`config.mk`:
```
export PLATFORM = sky130hd
export DESIGN_NAME = regfile_write_arbiter
export DESIGN_NICKNAME = d
export VERILOG_FILES = /design/src/rtl/regfile_pkg.sv /design/src/rtl/rr_arb2.sv /design/src/rtl/regfile_write_arbiter.sv
export SDC_FILE = /design/constraint.sdc
export NUM_CORES = 1
export LEC_CHECK = 0
export ABC_CLOCK_PERIOD_IN_PS = 3580
export CORE_MARGIN = 10
export CORE_UTILIZATION = 41
export CTS_CLUSTER_DIAMETER = 30
export DETAILED_ROUTE_END_ITERATION = 6
export MAX_ROUTING_LAYER = met4
export PLACE_DENSITY = 0.85
export SLEW_MARGIN = 15
export SYNTH_ARGS = -nofsm -noshare
export SYNTH_HDL_FRONTEND = slang
export SYNTH_SLANG_ARGS = --single-unit
export TNS_END_PERCENT = 100
```
`constraint.sdc`:
```
create_clock -name clk -period 3.58 [get_ports clk]
set_input_delay 0.716 -clock clk [delete_from_list [all_inputs] [get_ports clk]]
set_output_delay 0.716 -clock clk [all_outputs]
set_load 0.01 [all_outputs]
```
`src/rtl/regfile_pkg.sv`:
```
// Shared defaults, FSM state type and power-on seed function for the register-file write arbiter.
package regfile_pkg;

  localparam int unsigned RF_NUM_REGS        = 32;
  localparam int unsigned RF_ADDR_W          = 5;
  localparam int unsigned RF_DATA_W          = 32;
  localparam int unsigned RF_INIT_SEED_COUNT = 8;

  typedef enum logic {
    INIT = 1'b0,
    RUN  = 1'b1
  } state_t;

  // Power-on value of register idx: the first seed_count registers hold idx+1, the rest 0.
  function automatic logic [31:0] init_value(input int unsigned idx, input int unsigned seed_count);
    return (idx < seed_count) ? 32'(idx + 32'd1) : 32'd0;
  endfunction

endpackage

```
`src/rtl/rr_arb2.sv`:
```
// Two-way round-robin arbiter: combinational grant, registered last-granted pointer.
module rr_arb2 (
  input  logic       clk,
  input  logic       rst,
  input  logic [1:0] valid,
  input  logic       enable,
  output logic [1:0] grant,
  output logic       rr_last
);

  logic rr_last_q, rr_last_d;
  logic [1:0] grant_c;

  // On contention the requester that was not granted last wins.
  always_comb begin
    grant_c = 2'b00;
    if (enable) begin
      case (valid)
        2'b01:   grant_c = 2'b01;
        2'b10:   grant_c = 2'b10;
        2'b11:   grant_c = rr_last_q ? 2'b01 : 2'b10;
        default: grant_c = 2'b00;
      endcase
    end
  end

  always_comb begin
    rr_last_d = rr_last_q;
    if (grant_c[1]) begin
      rr_last_d = 1'b1;
    end else if (grant_c[0]) begin
      rr_last_d = 1'b0;
    end
  end

  always_ff @(posedge clk or negedge rst) begin
    if (!rst) begin
      rr_last_q <= 1'b1;
    end else begin
      rr_last_q <= rr_last_d;
    end
  end

  assign grant   = grant_c;
  assign rr_last = rr_last_q;

endmodule

```
`src/rtl/regfile_write_arbiter.sv`:
```
// Owns the register-file write port: seeds every register after reset/reinit, then round-robins two requesters.
// Define REGFILE_ARB_STATS_EN to add saturating per-requester grant counters.
module regfile_write_arbiter
  import regfile_pkg::*;
#(
  parameter int unsigned NUM_REGS        = RF_NUM_REGS,
  parameter int unsigned ADDR_W          = RF_ADDR_W,
  parameter int unsigned DATA_W          = RF_DATA_W,
  parameter int unsigned INIT_SEED_COUNT = RF_INIT_SEED_COUNT
) (
  input  logic              clk,
  input  logic              rst,
  input  logic              reinit,
  input  logic              req0_valid,
  input  logic [ADDR_W-1:0] req0_addr,
  input  logic [DATA_W-1:0] req0_data,
  output logic              req0_ready,
  input  logic              req1_valid,
  input  logic [ADDR_W-1:0] req1_addr,
  input  logic [DATA_W-1:0] req1_data,
  output logic              req1_ready,
  output logic [ADDR_W-1:0] rf_write_reg,
  output logic [DATA_W-1:0] rf_write_data,
  output logic              rf_regWrite,
`ifdef REGFILE_ARB_STATS_EN
  output logic [15:0]       grant_cnt0,
  output logic [15:0]       grant_cnt1,
`endif
  output logic              init_done
);

  // One extra bit so the terminal compare at NUM_REGS-1 never wraps.
  localparam int unsigned CNT_W = ADDR_W + 1;

  state_t              state_q, state_d;
  logic [CNT_W-1:0]    cnt_q, cnt_d;
  logic [ADDR_W-1:0]   wr_reg_q, wr_reg_d;
  logic [DATA_W-1:0]   wr_data_q, wr_data_d;
  logic                wr_en_q, wr_en_d;
  logic                init_done_q, init_done_d;
  logic [1:0]          grant;
  logic                arb_en;
  logic                rr_last_unused;

  assign arb_en = (state_q == RUN) && !reinit;

  rr_arb2 u_arb (
    .clk     (clk),
    .rst     (rst),
    .valid   ({req1_valid, req0_valid}),
    .enable  (arb_en),
    .grant   (grant),
    .rr_last (rr_last_unused)
  );

  always_ff @(posedge clk or negedge rst) begin
    if (!rst) begin
      state_q <= INIT;
    end else begin
      state_q <= state_d;
    end
  end

  always_comb begin
    state_d = state_q;
    case (state_q)
      INIT: if (!reinit && (cnt_q == CNT_W'(NUM_REGS - 1))) state_d = RUN;
      RUN:  if (reinit) state_d = INIT;
      default: state_d = INIT;
    endcase
  end

  // Write-port and counter next values; the write port is registered for one-cycle latency.
  always_comb begin
    cnt_d       = cnt_q;
    wr_en_d     = 1'b0;
    wr_reg_d    = wr_reg_q;
    wr_data_d   = wr_data_q;
    init_done_d = (state_d == RUN);
    case (state_q)
      INIT: begin
        wr_en_d   = 1'b1;
        wr_reg_d  = cnt_q[ADDR_W-1:0];
        wr_data_d = DATA_W'(init_value(32'(cnt_q), INIT_SEED_COUNT));
        if (reinit || (cnt_q == CNT_W'(NUM_REGS - 1))) begin
          cnt_d = '0;
        end else begin
          cnt_d = cnt_q + CNT_W'(1);
        end
      end
      RUN: begin
        cnt_d = '0;
        if (grant[0]) begin
          wr_en_d   = 1'b1;
          wr_reg_d  = req0_addr;
          wr_data_d = req0_data;
        end else if (grant[1]) begin
          wr_en_d   = 1'b1;
          wr_reg_d  = req1_addr;
          wr_data_d = req1_data;
        end
      end
      default: cnt_d = '0;
    endcase
  end

  always_ff @(posedge clk or negedge rst) begin
    if (!rst) begin
      cnt_q       <= '0;
      wr_en_q     <= 1'b0;
      wr_reg_q    <= '0;
      wr_data_q   <= '0;
      init_done_q <= 1'b0;
    end else begin
      cnt_q       <= cnt_d;
      wr_en_q     <= wr_en_d;
      wr_reg_q    <= wr_reg_d;
      wr_data_q   <= wr_data_d;
      init_done_q <= init_done_d;
    end
  end

  assign req0_ready    = grant[0];
  assign req1_ready    = grant[1];
  assign rf_regWrite   = wr_en_q;
  assign rf_write_reg  = wr_reg_q;
  assign rf_write_data = wr_data_q;
  assign init_done     = init_done_q;

`ifdef REGFILE_ARB_STATS_EN
  localparam int unsigned STAT_W = 16;

  logic [STAT_W-1:0] gcnt0_q, gcnt0_d;
  logic [STAT_W-1:0] gcnt1_q, gcnt1_d;

  // Saturating grant counters; reinit clears them along with restarting the walk.
  always_comb begin
    gcnt0_d = gcnt0_q;
    gcnt1_d = gcnt1_q;
    if (reinit) begin
      gcnt0_d = '0;
      gcnt1_d = '0;
    end else begin
      if (grant[0] && (gcnt0_q != {STAT_W{1'b1}})) gcnt0_d = gcnt0_q + STAT_W'(1);
      if (grant[1] && (gcnt1_q != {STAT_W{1'b1}})) gcnt1_d = gcnt1_q + STAT_W'(1);
    end
  end

  always_ff @(posedge clk or negedge rst) begin
    if (!rst) begin
      gcnt0_q <= '0;
      gcnt1_q <= '0;
    end else begin
      gcnt0_q <= gcnt0_d;
      gcnt1_q <= gcnt1_d;
    end
  end

  assign grant_cnt0 = gcnt0_q;
  assign grant_cnt1 = gcnt1_q;
`endif

endmodule

```
Word-level counts from Yosys, hierarchy flattened
Index checks and enable logic that the tools add are counted.
{ "classes": {"reduce_logical": 5, "addsub": 2, "eq_ne": 5, "mux": 20, "n_lt_le_gt_ge": 1, "n_bitwise": 1} }
{ "ops": {"columns": ["op", "count"], "rows": [
  ["32-bit two-way mux", 2],
  ["32-bit one-hot mux with 2 select lines", 1],
  ["6-bit one-hot mux with 2 select lines", 1],
  ["5-bit two-way mux", 2],
  ["5-bit one-hot mux with 2 select lines", 1],
  ["6-bit by 1-bit adder with 7-bit output, second input constant", 1],
  ["7-bit two-way mux", 1],
  ["6-bit by 1-bit adder with 6-bit output, second input constant", 1],
  ["6-bit by 5-bit equality test with 1-bit output, second input constant", 1],
  ["6-bit by 4-bit < comparator with 1-bit output, second input constant", 1],
  ["1-bit two-way mux", 6],
  ["6-bit two-way mux", 1],
  ["2-bit one-hot mux with 3 select lines", 1],
  ["2-bit equality test, second input constant", 2],
  ["2-bit two-way mux", 2],
  ["1-bit one-hot mux with 2 select lines", 2],
  ["3-bit by 1-bit inequality test with 1-bit output, second input constant", 1],
  ["2-bit by 1-bit equality test with 1-bit output, second input constant", 1],
  ["1-bit logical AND", 2],
  ["2-bit nonzero test", 1],
  ["1-bit zero test", 1],
  ["1-bit logical OR", 1],
  ["1-bit inverter", 1]
]} }
{ "totals": {"register_bits": 46, "inputBits": 79} }

Logic depth before layout (Yosys ltp)
{ "depth": {"word_depth": 6, "depth_mapped": 6} }

Hierarchy
From an unflattened synthesis, not the netlist that was laid out.
{ "hier_totals": {"hier_cells": 213, "area_unflattened_um2": 2393.5} }
{ "modules_own_cells": {"columns": ["module", "cells_each", "area_each_um2", "seq_area_each_um2", "n_inst"], "rows": [
  ["regfile_write_arbiter", 204, 2323.5, 1126.1, 1],
  ["rr_arb2", 9, 70.1, 26.3, 1]
]} }

Worst setup path before layout
No wires, ideal clock.
{ "synth_path": {"kind": "input to output", "start": "input reinit", "end": "output req0_ready", "slack_ns": 1.503, "n_path_buf": 2, "t_required_ns": 2.864, "cell_stages": 4, "arrival_time_ns": 1.361, "path_cell_list": "nor2b_2 and3_1 buf_4 buf_2"} }
{ "synth_between": {"elab_chain_len": 3} }
{ "synth_lines": {"columns": ["element", "line", "source"], "rows": [
  ["from (decl)", "regfile_write_arbiter.sv:13", "input logic reinit,"],
  ["1-bit zero test", "regfile_write_arbiter.sv:45", "assign arb_en = (state_q == RUN) && !reinit;"],
  ["1-bit logical AND", "regfile_write_arbiter.sv:45", null],
  ["2-bit two-way mux", "rr_arb2.sv:17", "if (enable) begin"],
  ["to (decl)", "regfile_write_arbiter.sv:17", "output logic req0_ready,"]
]} }
No other way between the ends.

Worst setup path in the final report
{ "layout_path": {"start": "input reinit", "end": "output req1_ready"} }
{ "layout_between": {"elab_chain_len": 3} }
{ "layout_lines": {"columns": ["element", "line", "source"], "rows": [
  ["1-bit zero test", "regfile_write_arbiter.sv:45", null],
  ["1-bit logical AND", "regfile_write_arbiter.sv:45", null],
  ["2-bit two-way mux", "rr_arb2.sv:17", null],
  ["to (decl)", "regfile_write_arbiter.sv:21", "output logic req1_ready,"]
]} }
No other way between the ends.

==> results.ini <==
[worst_setup_path]
worstPathRequired_ns = 2.86
crit_chain = clkdlybuf4s50_1 -> nor2b_2 -> and3_1 -> clkdlybuf4s50_1
crit_path_start_kind = input pin
cp_top_family = buffers and inverters
path_class = in -> out
arrival_ns = 2.22
crit_top_cell = clkdlybuf4s50_1
cpPeakStageDelay_ns = 0.57
cp.buffers_inverters = 2
cp_slowest_cell = clkdlybuf4s50_1
critPathCaptureType = output pin
path_max_fanout = 6

[sta]
hold_violations = 0
slew_viol_final = 0
fin_crit_ns = 2.94
setup_tns_ns = 0
setup_viol_count_final = 0
fin_hold_ws_ns = 0.503
worst_clock_skew_ns = 0.00482
tightest_slew_ns = 1.01
rsz0062_at_grt = no
max_slew_margin_pct = 32.8
fmax_mhz = 340
period_share_pct = 82.1

[worst_hold_path]
hp-class = reg -> reg

[clock_network]
insertion_delay_ns = 0.29
cts_setup_buffers = 0
clock-sinks = 46
numCtsBuffers = 5
root_buffer = clkbuf_8
cts_tree = yes
hold_buffers = 0
clockBufferDepth = 2
cts_max_level = 2
clk_pin_slew_ns = 0.08
cts_resized = 0

[place]
dpl_cell_area_sq_um = 3320
io_buffer_count = 119
hpwl_um = 5350
dp_cells = 394
finalWeightedCongestion = 0.795

[synthesis]
synth_cell_type_count = 35
synth_area_leaders = dfrtp_1, nand2_1, a22oi_1
synth_most_common_cell = nand2_1
avgSynthCellArea_sq_um = 9.92
synth_top_area_cell = dfrtp_1
ys_seq_area_share_pct = 53.8
synth_common_cells = nand2_1, dfrtp_1, a22oi_1
synth-main-ff-cell = dfrtp_1
syn-cell-area_sq_um = 2140
yosys_warnings = 0
synth_edf_count = 0
synth_fp_nets = 296
async_reset_ff_share_pct = 100
synth_seq_cells = 46
synthCells = 216
yosysTopAreaCellShare_pct = 52.5

[global_route]
grtUsageTotal_pct = 16.3
grt_max_degree = 47
antenna_found_initial = 0
grt_pass1_vias = 2148
overflow = 0
grt_pass1_wl_um = 11000

[floorplan]
dieArea_sq_um = 8520
initial_core_util_pct = 42.2
pin_count = 120
die_y_um = 92.3
coreArea_sq_um = 5070
die_width_um = 92.3
rows = 26

[detailed_routing]
final_antenna_net_count = 0
first_iter_violations = 96
wirelength_um = 6990
dr_total_vias = 2049
route.detailed.drc = 0
viasPerCell = 5.12
firstDrtPassIters = 4
wl_per_cell_um = 17.5

[layout]
n_antenna_cell = 0
drive_above_1_share_pct = 5.15
final_nets = 411
final_area_sq_um = 3400
fin_cells = 400
largest_reg_flops = 32
area_growth_pct = 58.8

[power]
p_leak_nw = 1.53
p_per_area_nw_per_um2 = 291
power.total_mw = 0.990
peakVddDrop_v = 0.000200

[flow_run]
maxCapViolCount = 0

[run_status]
status = complete, no violations

## report_power, final
part	leakage, nW	internal [mW]	switching [mW]
combinational	0.860	0.0988	0.0441
sequential	0.623	0.529	0.00837
clock	0.0431	0.149	0.160
total	1.53	0.777	0.213
## tightest hold or removal path, stage by stage, from the launching register on
cell,delay (ns)
dfrtp_1,0.35
a22oi_1,0.07
nand2_1,0.06
## stage by stage
step	worst slack [ns]	utilization [%]
after floorplan	1.50	-
final	0.639	67.1
after detailed placement	0.634	65.5
after global placement	0.656	65.5
after CTS	0.629	67.1
after global routing	0.573	67.1
## path summary, 6_finish.rpt
path                                         startpoint                            end  slack, ns  cells after the start
setup / recovery                                 reinit                     req1_ready       0.64                      4
hold / removal             rf_write_data[4]$_DFFE_PN0P_   rf_write_data[4]$_DFFE_PN0P_       0.50                      2
setup reg to reg                    init_done$_DFF_PN0_    rf_write_reg[3]$_DFFE_PN0P_       1.41                      5
hold reg to reg            rf_write_data[4]$_DFFE_PN0P_   rf_write_data[4]$_DFFE_PN0P_       0.50                      2
max in group asynchronous                           rst  rf_write_data[22]$_DFFE_PN0P_       2.36                      1
min in group asynchronous                           rst  rf_write_data[18]$_DFFE_PN0P_       0.58                      1
## layer usage
layer	share of wire, %	GRT usage (%)	vias to the layer above
li1	-	-	976
met1	45	19.5	987
met2	48	26.9	82
met3	6.4	4.92	4
met4	0.40	2.70	0
met5	0	-	-
## cell families after synthesis
kind of cell / count (synthesis) / share of synthesized area (%)
AND/OR/NAND/NOR: 95 / 19.6
multiplexers: 5 / 2.34
XOR/XNOR: 4 / 1.63
buffers and inverters: 16 / 5.66
adder cells (fa/ha/maj): 1 / 0.584
flip-flops: 46 / 53.8
AO/OA/AOI/OAI: 49 / 16.4
## final cells by class
cell class	count	area, sq um
fillers	428	1670
repair buffers	121	1200
flip-flops and latches	46	1150
multi-input cells	154	870
well taps	70	87.6
clock buffers	6	82.6
inverters	3	11.3
## placed cells by master (no fill, tap or decap)
master / n
inv_1: 2
o211ai_1: 4
o221ai_1: 1
xnor2_1: 3
nand2b_1: 1
nand3_1: 7
nand2_1: 62
or4_4: 1
inv_2: 1
nand2_4: 1
buf_2: 1
nor2b_1: 5
and2_4: 1
o21bai_4: 1
o21ai_0: 2
dfrtp_1: 45
mux2i_1: 5
and3_1: 2
xor2_1: 1
a21oi_1: 5
clkbuf_8: 6
nor2b_2: 1
buf_4: 2
a22oi_1: 28
o21bai_1: 1
or2_2: 1
o21ai_1: 2
nand3b_1: 1
dfstp_2: 1
clkdlybuf4s50_1: 118
a31oi_1: 5
nor3_1: 1
ha_1: 1
nand4_1: 1
nor2_1: 10
No activity file was read; power rests on OpenSTA's default activity.
